### src/rtl/seg_pkg.sv
`default_nettype none
// ============================================================================
//  Module      : seg_pkg
//  Description : Shared constants for the multiplexed 7-segment scanner:
//                default digit count and the {g,f,e,d,c,b,a} glyph set.
//  Revision    : 1.0  initial release
// ============================================================================
package seg_pkg;

  // Default number of multiplexed digits on the board display.
  localparam int SEG_NUM_DIGITS = 8;

  // Active-high glyphs, bit order {g,f,e,d,c,b,a}. b and d are lowercase.
  localparam logic [6:0] SEG_0     = 7'h3F;
  localparam logic [6:0] SEG_1     = 7'h06;
  localparam logic [6:0] SEG_2     = 7'h5B;
  localparam logic [6:0] SEG_3     = 7'h4F;
  localparam logic [6:0] SEG_4     = 7'h66;
  localparam logic [6:0] SEG_5     = 7'h6D;
  localparam logic [6:0] SEG_6     = 7'h7D;
  localparam logic [6:0] SEG_7     = 7'h07;
  localparam logic [6:0] SEG_8     = 7'h7F;
  localparam logic [6:0] SEG_9     = 7'h6F;
  localparam logic [6:0] SEG_A     = 7'h77;
  localparam logic [6:0] SEG_B     = 7'h7C;
  localparam logic [6:0] SEG_C     = 7'h39;
  localparam logic [6:0] SEG_D     = 7'h5E;
  localparam logic [6:0] SEG_E     = 7'h79;
  localparam logic [6:0] SEG_F     = 7'h71;
  localparam logic [6:0] SEG_BLANK = 7'h00;

endpackage : seg_pkg
`default_nettype wire

### src/rtl/hex_to_seg.sv
`default_nettype none
// ============================================================================
//  Module      : hex_to_seg
//  Description : Combinational hex nibble to 7-segment glyph decoder.
//  Revision    : 1.0  initial release
// ============================================================================
module hex_to_seg
  import seg_pkg::*;
(
  input  logic [3:0] hex,
  output logic [6:0] seg
);

  // Map each nibble value onto its glyph constant.
  always_comb begin
    seg = SEG_BLANK;
    case (hex)
      4'h0: seg = SEG_0;
      4'h1: seg = SEG_1;
      4'h2: seg = SEG_2;
      4'h3: seg = SEG_3;
      4'h4: seg = SEG_4;
      4'h5: seg = SEG_5;
      4'h6: seg = SEG_6;
      4'h7: seg = SEG_7;
      4'h8: seg = SEG_8;
      4'h9: seg = SEG_9;
      4'hA: seg = SEG_A;
      4'hB: seg = SEG_B;
      4'hC: seg = SEG_C;
      4'hD: seg = SEG_D;
      4'hE: seg = SEG_E;
      4'hF: seg = SEG_F;
      default: seg = SEG_BLANK;
    endcase
  end

endmodule : hex_to_seg
`default_nettype wire

### src/rtl/seg_scan.sv
`default_nettype none
// ============================================================================
//  Module      : seg_scan
//  Description : Time-multiplexed 7-segment scanner. A slow square wave from
//                the clock divider is synchronised into clk; each rising edge
//                advances one digit. A frame snapshot of hex_in/dp_in is taken
//                on every wrap to digit 0 so a scan never mixes two words.
//                Optional leading-zero blanking: define SEG_SCAN_LZ_BLANK_EN.
//  Revision    : 1.0  initial release
// ============================================================================
module seg_scan
  import seg_pkg::*;
#(
  parameter int NUM_DIGITS = SEG_NUM_DIGITS,  // 2..8
  parameter int IDX_W      = 3                // must equal clog2(NUM_DIGITS)
) (
  input  logic                    clk,
  input  logic                    rst_n,
  input  logic                    scan_clk,
  input  logic                    en,
  input  logic [4*NUM_DIGITS-1:0] hex_in,
  input  logic [NUM_DIGITS-1:0]   dp_in,
  output logic [NUM_DIGITS-1:0]   an,
  output logic [7:0]              seg,
  output logic [IDX_W-1:0]        digit_idx
);

  localparam logic [IDX_W-1:0] C_LAST_IDX = IDX_W'(NUM_DIGITS - 1);

  // Synchroniser and edge-detector state.
  logic s1_q, s1_d;
  logic s2_q, s2_d;
  logic s_prev_q, s_prev_d;
  logic tick;

  // Scan state and captured frame.
  logic [IDX_W-1:0]        digit_idx_q, digit_idx_d;
  logic [NUM_DIGITS-1:0]   an_q, an_d;
  logic [7:0]              seg_q, seg_d;
  logic [4*NUM_DIGITS-1:0] frame_hex_q, frame_hex_d;
  logic [NUM_DIGITS-1:0]   frame_dp_q, frame_dp_d;

  // Next-digit selection.
  logic [IDX_W-1:0]        idx_nxt;
  logic                    wrap;
  logic [4*NUM_DIGITS-1:0] src_hex;
  logic [NUM_DIGITS-1:0]   src_dp;
  logic [3:0]              sel_nib;
  logic                    sel_dp;
  logic [NUM_DIGITS-1:0]   an_sel;
  logic [6:0]              glyph;
  logic [6:0]              glyph_shown;

`ifdef SEG_SCAN_LZ_BLANK_EN
  logic [NUM_DIGITS-1:0]   blank_mask_q, blank_mask_d;
  logic [NUM_DIGITS-1:0]   lz_mask;
  logic [NUM_DIGITS-1:0]   src_blank;
  logic                    sel_blank;
`endif

  // scan_clk is plain data here: two-flop synchroniser plus a history flop.
  always_comb begin
    s1_d     = scan_clk;
    s2_d     = s1_q;
    s_prev_d = s2_q;
  end

  assign tick = s2_q & ~s_prev_q;

  // Work out the index the next tick moves to; on a wrap the live inputs
  // are the new frame, so they feed the decoder on that same edge.
  always_comb begin
    idx_nxt = (digit_idx_q == C_LAST_IDX) ? '0 : digit_idx_q + IDX_W'(1);
    wrap    = (idx_nxt == '0);
    src_hex = wrap ? hex_in : frame_hex_q;
    src_dp  = wrap ? dp_in  : frame_dp_q;
  end

  // Pick the nibble, dp bit and one-hot anode for the next index.
  always_comb begin
    sel_nib = 4'h0;
    sel_dp  = 1'b0;
    an_sel  = '0;
    for (int k = 0; k < NUM_DIGITS; k++) begin
      if (idx_nxt == IDX_W'(k)) begin
        sel_nib   = src_hex[4*k +: 4];
        sel_dp    = src_dp[k];
        an_sel[k] = 1'b1;
      end
    end
  end

  hex_to_seg u_hex_to_seg (
    .hex (sel_nib),
    .seg (glyph)
  );

`ifdef SEG_SCAN_LZ_BLANK_EN
  // Digit k is a leading zero when it and every digit to its left are zero;
  // digit 0 always shows so an all-zero word still reads "0".
  always_comb begin
    logic all_zero;
    all_zero = 1'b1;
    lz_mask  = '0;
    for (int k = NUM_DIGITS - 1; k >= 0; k--) begin
      all_zero   = all_zero & (hex_in[4*k +: 4] == 4'h0);
      lz_mask[k] = all_zero & (k != 0);
    end
  end

  // Blank the glyph (not the dp, not the anode) of a leading-zero digit.
  always_comb begin
    src_blank = wrap ? lz_mask : blank_mask_q;
    sel_blank = 1'b0;
    for (int k = 0; k < NUM_DIGITS; k++) begin
      if (idx_nxt == IDX_W'(k)) begin
        sel_blank = src_blank[k];
      end
    end
    glyph_shown = sel_blank ? SEG_BLANK : glyph;
  end
`else
  assign glyph_shown = glyph;
`endif

  // Advance the scan on tick; everything holds between ticks.
  always_comb begin
    digit_idx_d = digit_idx_q;
    an_d        = an_q;
    seg_d       = seg_q;
    frame_hex_d = frame_hex_q;
    frame_dp_d  = frame_dp_q;
`ifdef SEG_SCAN_LZ_BLANK_EN
    blank_mask_d = blank_mask_q;
`endif
    if (tick) begin
      digit_idx_d = idx_nxt;
      an_d        = en ? an_sel : '0;
      seg_d       = {sel_dp, glyph_shown};
      if (wrap) begin
        frame_hex_d = hex_in;
        frame_dp_d  = dp_in;
`ifdef SEG_SCAN_LZ_BLANK_EN
        blank_mask_d = lz_mask;
`endif
      end
    end
  end

  // State register with asynchronous active-low reset.
  always_ff @(posedge clk or negedge rst_n) begin
    if (!rst_n) begin
      s1_q        <= 1'b0;
      s2_q        <= 1'b0;
      s_prev_q    <= 1'b0;
      digit_idx_q <= C_LAST_IDX;
      an_q        <= '0;
      seg_q       <= '0;
      frame_hex_q <= '0;
      frame_dp_q  <= '0;
`ifdef SEG_SCAN_LZ_BLANK_EN
      blank_mask_q <= '0;
`endif
    end else begin
      s1_q        <= s1_d;
      s2_q        <= s2_d;
      s_prev_q    <= s_prev_d;
      digit_idx_q <= digit_idx_d;
      an_q        <= an_d;
      seg_q       <= seg_d;
      frame_hex_q <= frame_hex_d;
      frame_dp_q  <= frame_dp_d;
`ifdef SEG_SCAN_LZ_BLANK_EN
      blank_mask_q <= blank_mask_d;
`endif
    end
  end

  assign an        = an_q;
  assign seg       = seg_q;
  assign digit_idx = digit_idx_q;

endmodule : seg_scan
`default_nettype wire

### config.mk
export PLATFORM = sky130hd
export DESIGN_NAME = seg_scan
export DESIGN_NICKNAME = d
export VERILOG_FILES = /design/src/rtl/seg_pkg.sv /design/src/rtl/hex_to_seg.sv /design/src/rtl/seg_scan.sv
export SDC_FILE = /design/constraint.sdc
export NUM_CORES = 1
export LEC_CHECK = 0
export BUFFER_PORTS_ARGS = -buffer_cell sky130_fd_sc_hd__buf_2
export CORE_UTILIZATION = 56
export DETAILED_ROUTE_END_ITERATION = 16
export GPL_ROUTABILITY_DRIVEN = 0
export GPL_TIMING_DRIVEN = 1
export PLACE_DENSITY_LB_ADDON = 0.15
export SYNTH_ARGS = -nofsm -noshare
export SYNTH_HDL_FRONTEND = slang
export SYNTH_SLANG_ARGS = --single-unit
### constraint.sdc
create_clock -name clk -period 4.34 [get_ports clk]
set_input_delay 0.217 -clock clk [delete_from_list [all_inputs] [get_ports clk]]
set_output_delay 0.217 -clock clk [all_outputs]
set_load 0.02 [all_outputs]
Word-level counts from Yosys, hierarchy flattened
Memory sizes are Yosys's and may differ from the RTL's. A register that Yosys moved wholly into a read port is not among the register bits.
Cells that the tools add are included.
- logic and storage cells: 50
- memories: 1
- bits of input ports: 44
- bits in read-only memories: 112
- output and inout port bits: 19
- register bits: 62
- reduce and logical (&&, ||, !) cells: 2
- add/subtract/negate cells: 1
- equal/unequal tests: 8
- muxes and demuxes: 28
- bitwise logic cells: 2
- memories (memory ; words ; bits a word ; read ports ; clocked after Yosys merged registers in ; write ports ; RTL line ; RTL):
    (name not given) ; 16 ; 7 ; 1 ; 1 ; 0 ; hex_to_seg.sv:17 ; case (hex)
- operators by type and width (cell ; number):
    $mux W32 ; 1
    $mux W4 ; 8
    $mux W1 ; 16
    $mux W8 ; 2
    $eq A3 B3 Y1 const B ; 5
    $eq A3 B2 Y1 const B ; 2
    $add A3 B1 Y3 const B ; 1
    $eq A3 B1 Y1 const B ; 1
    $logic_not A3 Y1 ; 1
    $mux W3 ; 1
    $and A1 B1 Y1 ; 1
    $logic_not A1 Y1 ; 1
    $not A1 Y1 ; 1

Longest topological paths before layout
- depth after elaboration: 12
- depth in mapped cells: 17
- depth with buffers taken out: 14

Hierarchy
Synthesis repeated with hierarchy kept, for this count alone.
- cell total of the unflattened synthesis: 311
- area total of the unflattened synthesis: 3334.4 sq um
- by module, submodules not included (module ; area each (sq um) ; instances ; cells each ; seq. area each (sq um)):
    seg_scan ; 3046.7 ; 1 ; 278 ; 1430.1
    hex_to_seg ; 287.8 ; 1 ; 33 ; 0.0

Least setup slack after synthesis
No wires, ideal clock.
- kind: reg-to-reg
- start: register digit_idx_q[0], in the netlist digit_idx[0]
- end: register seg_q[3], in the netlist seg[3]
- stages on the path, launching flop included: 14
- setup time: 0.065 ns
- setup slack: 0.880 ns
- buffers on the path: 3
- required time: 4.275 ns
- data arrival time: 3.395 ns
- clock period less this slack: 3.460 ns
- cell sequence: dfstp_2 > ha_1 > ha_1 > buf_6 > buf_6 > buf_4 > mux2_2 > a22oi_1 > nor2_1 > o21a_1 > ha_1 > mux2_1 > a2111oi_0 > a211o_1
- cells in the longest elaborated chain, start to end: 12
- elaborated cells between the ends (all ways): 20
- classes of those cells: add/sub: 1; eq/ne: 8; mux: 10; reduce/logical: 1
- ends and longest elaborated chain (what ; RTL line ; RTL):
    start, declared ; seg_scan.sv:37 ; logic [IDX_W-1:0] digit_idx_q, digit_idx_d;
    start signal, assigned ; seg_scan.sv:168 ; digit_idx_q <= digit_idx_d;
    $add A3 B1 Y3 / $eq A3 B3 Y1 (equally long branches) ; seg_scan.sv:73 ; idx_nxt = (digit_idx_q == C_LAST_IDX) ? '0 : digit_idx_q + IDX_W'(1);
    $mux W3 (*) ; seg_scan.sv:73 ;
    $logic_not A3 Y1 ; seg_scan.sv:74, seg_scan.sv:85 ;
    $mux W32 ; - ;
    $mux W4 (7 in series) ; seg_scan.sv:85 ; if (idx_nxt == IDX_W'(k)) begin
    $mux W4 (*) ; seg_scan.sv:85 ;
    end, declared ; seg_scan.sv:39 ; logic [7:0] seg_q, seg_d;
Every way passes the cells marked *; elsewhere a longest branch is shown, timed or not.
A chain may end at the register's enable or synchronous reset.

Worst setup path after layout
Ends and elaborated chain as after synthesis.

==> results.yml <==
cells_and_area:
  nNetsFinal: 436
  final_cell_area_um2: 3980
  synthToLayoutAreaGrowth_pct: 15.1
  antenna_cells: 0
  drive_gt1_frac: 0.371
  utilization: 0.672
die:
  fp-row-count: 28
  die_area_um2: 6490
  start_util: 0.584
  die_h_um: 80.6
  die_x_um: 80.6
  pin_count: 63
  core_um2: 5920
run:
  drv_cap: 0
status:
  outcome: "complete, no violations"
setup_path:
  cp.required_ps: 4610
  crit_fanout: 15
  worst_setup_path_start_kind: "flip-flop"
  end_kind: "flip-flop"
  crit_type: "reg2reg"
  critical_path.max_stage_delay_ps: 570
  path_cells: "ha_1 -> ha_2 -> buf_4 -> mux2i_1 -> o21a_1 -> nor2_1 -> o311ai_1 -> buf_4 -> ha_1 -> mux2_1 -> a2111oi_0 -> a211o_1"
  crit_path_top_delay_cell: "dfstp_2"
  cp_data_arrival_time_ps: 4030
cts:
  cts_tree: "yes"
  h-tree-depth: 3
  holdBufCountCts: 1
  cts_root_buffer: "clkbuf_8"
  clk_latency_ps: 330
  path_clk_slew_ps: 70
  postCtsSetupBuffers: 0
  cts_sinks: 57
  post_cts_resize_count: 0
  cts_buffers: 9
  cts_buffer_depth: 2
global_routing:
  antenna_found_initial: 0
  grt-busiest-layer: "met2"
  grt_pass1_wl_um: 13000
  met1_usage: 0.366
  use_met2: 0.417
  grt_max_degree: 58
  met3_usage: 0.0466
  track_usage: 0.268
  gr-total-overflow: 0
  grt_pass1_vias: 2652
yosys:
  async_reset_ff_frac: 1.00
  synth_top_cell_by_area: "dfrtp_1"
  syn_avg_cell_area_um2: 10.8
  ys_ff_latch: 57
  synth.top_cell.area_share: 0.391
  seq_area_frac_synth: 0.414
  netlist_area_um2: 3460
  synth_common_cells: "54 x dfrtp_1, 43 x mux2_2, 30 x nand2_1, 25 x mux2i_1, 14 x ha_1"
  yosysWarningCount: 0
  synth_most_common_cell: "dfrtp_1"
  synthesis.nets: 377
  ys.flop_type: "dfrtp_1"
  ys_top_cells_by_area: "dfrtp_1 39%, mux2_2 14%, mux2i_1 7.2%"
  synth_edf_count: 0
  synthesis.instances: 319
  synth_cell_types: 58
route:
  wirelength_um: 7830
  viasPerCell: 5.90
  drt-wirelength-per-cell_um: 17.1
  dr_total_vias: 2700
  ant_nets: 0
  drc: 0
  first_pass_iters: 4
  drt-initial-drc-count: 210
power_and_ir_drop:
  cellPowerDensity_nw_per_um2: 808
  ir_worst_vdd_v: 0.000379
  power_leakage_uw: 0.00183
timing:
  final-hold-violation-count: 0
  min_period_ps: 3760
  fin_crit_sh: 0.865
  relSlewSlack: 0.393
  rsz0062_at_grt: "no"
  maxSlewViolCount: 0
  fin_setup_tns_ps: 0
  worst_pin_slew_ps: 911
  fin_hold_ws_ps: 17.3
  fmax_mhz: 266
  setup_violations: 0
  finClkSkew_ps: 6.19
placed_design:
  place_hpwl_um: 5440
  portBuffers: 62
  post_dp_cell_area_um2: 3800
hold_path:
  hp-class: "in2async"
-- cells in the final DEF (no fill, tap or decap), types with 5 or more instances in the layout --
cell type,netlist,routed
dfrtp_1,54,54
nor2b_1,5,5
buf_4,1,7
buf_2,9,62
a21oi_1,12,12
o22ai_1,5,5
ha_1,14,13
clkbuf_8,0,11
inv_1,9,9
mux2_4,5,5
mux2_2,43,43
mux2i_1,25,25
nand2_1,30,30
nor2_1,12,12
o21ai_0,10,10
-- cell families after synthesis --
group,Yosys count,share of synthesized area
AND/OR/NAND/NOR,72,0.106
buffers and inverters,31,0.0445
AO/OA/AOI/OAI,71,0.148
adder cells (fa/ha/maj),14,0.0507
multiplexers,74,0.237
flip-flops,57,0.414
-- stage by stage --
| step | total power (uW) | setup slack [ps] | std cells |
|---|---|---|---|
| after floorplan | 2300 | 880 | 319 |
| after global placement | 2690 | 854 | 441 |
| after detailed placement | 2750 | 636 | 441 |
| after CTS | 3200 | 617 | 458 |
| after global routing | 3470 | 430 | 458 |
| final | 3220 | 585 | 458 |
-- per-layer routing --
layer	part of all wire	wire (um)
met4	0.016	127
met2	0.47	3670
met5	0	0
met1	0.46	3570
met3	0.058	457
-- area by class of cell --
| class | instances | area (um2) |
|---|---|---|
| Fill cell | 473 | 1940 |
| Multi-Input combinational cell | 231 | 1880 |
| Sequential cell | 57 | 1430 |
| Timing Repair Buffer | 70 | 373 |
| Clock buffer | 13 | 159 |
| Tap cell | 75 | 93.8 |
| Inverter | 9 | 33.8 |
| Clock inverter | 3 | 15.0 |
-- final timing paths --
path,slack [ps],to,cells after the start,from
worst max register to register,580,seg[3],12,digit_idx[0]
min in group clk,120,frame_hex_q[7],2,hex_in[7]
worst min-delay path,20,frame_hex_q[9],2,rst_n
worst max-delay path,580,seg[3],12,digit_idx[0]
worst min register to register,350,s2_q,0,s1_q
max in group asynchronous,3850,frame_hex_q[22],2,rst_n
-- critical path, delay by kind of cell (launching register included) --
kind | cells | cell delay, ps
AO/OA/AOI/OAI | 4 | 1130
adder cells (fa/ha/maj) | 3 | 850
multiplexers | 2 | 580
flip-flops | 1 | 570
buffers and inverters | 2 | 490
AND/OR/NAND/NOR | 1 | 50
-- state kept, by name (all words and copies together) (netlist names) --
register / cells
seg: 8
s1_q: 1
s2_q: 1
frame_hex_q: 28
s_prev_q: 1
frame_dp_q: 7
an: 8
digit_idx: 3
-- report_power, final --
group          internal [uW]  switching, uW
Combinational            843           1040
Clock                    236            206
Sequential               773            119
Total                   1850           1370
Note: power is estimated with default switching activity, not from simulation.
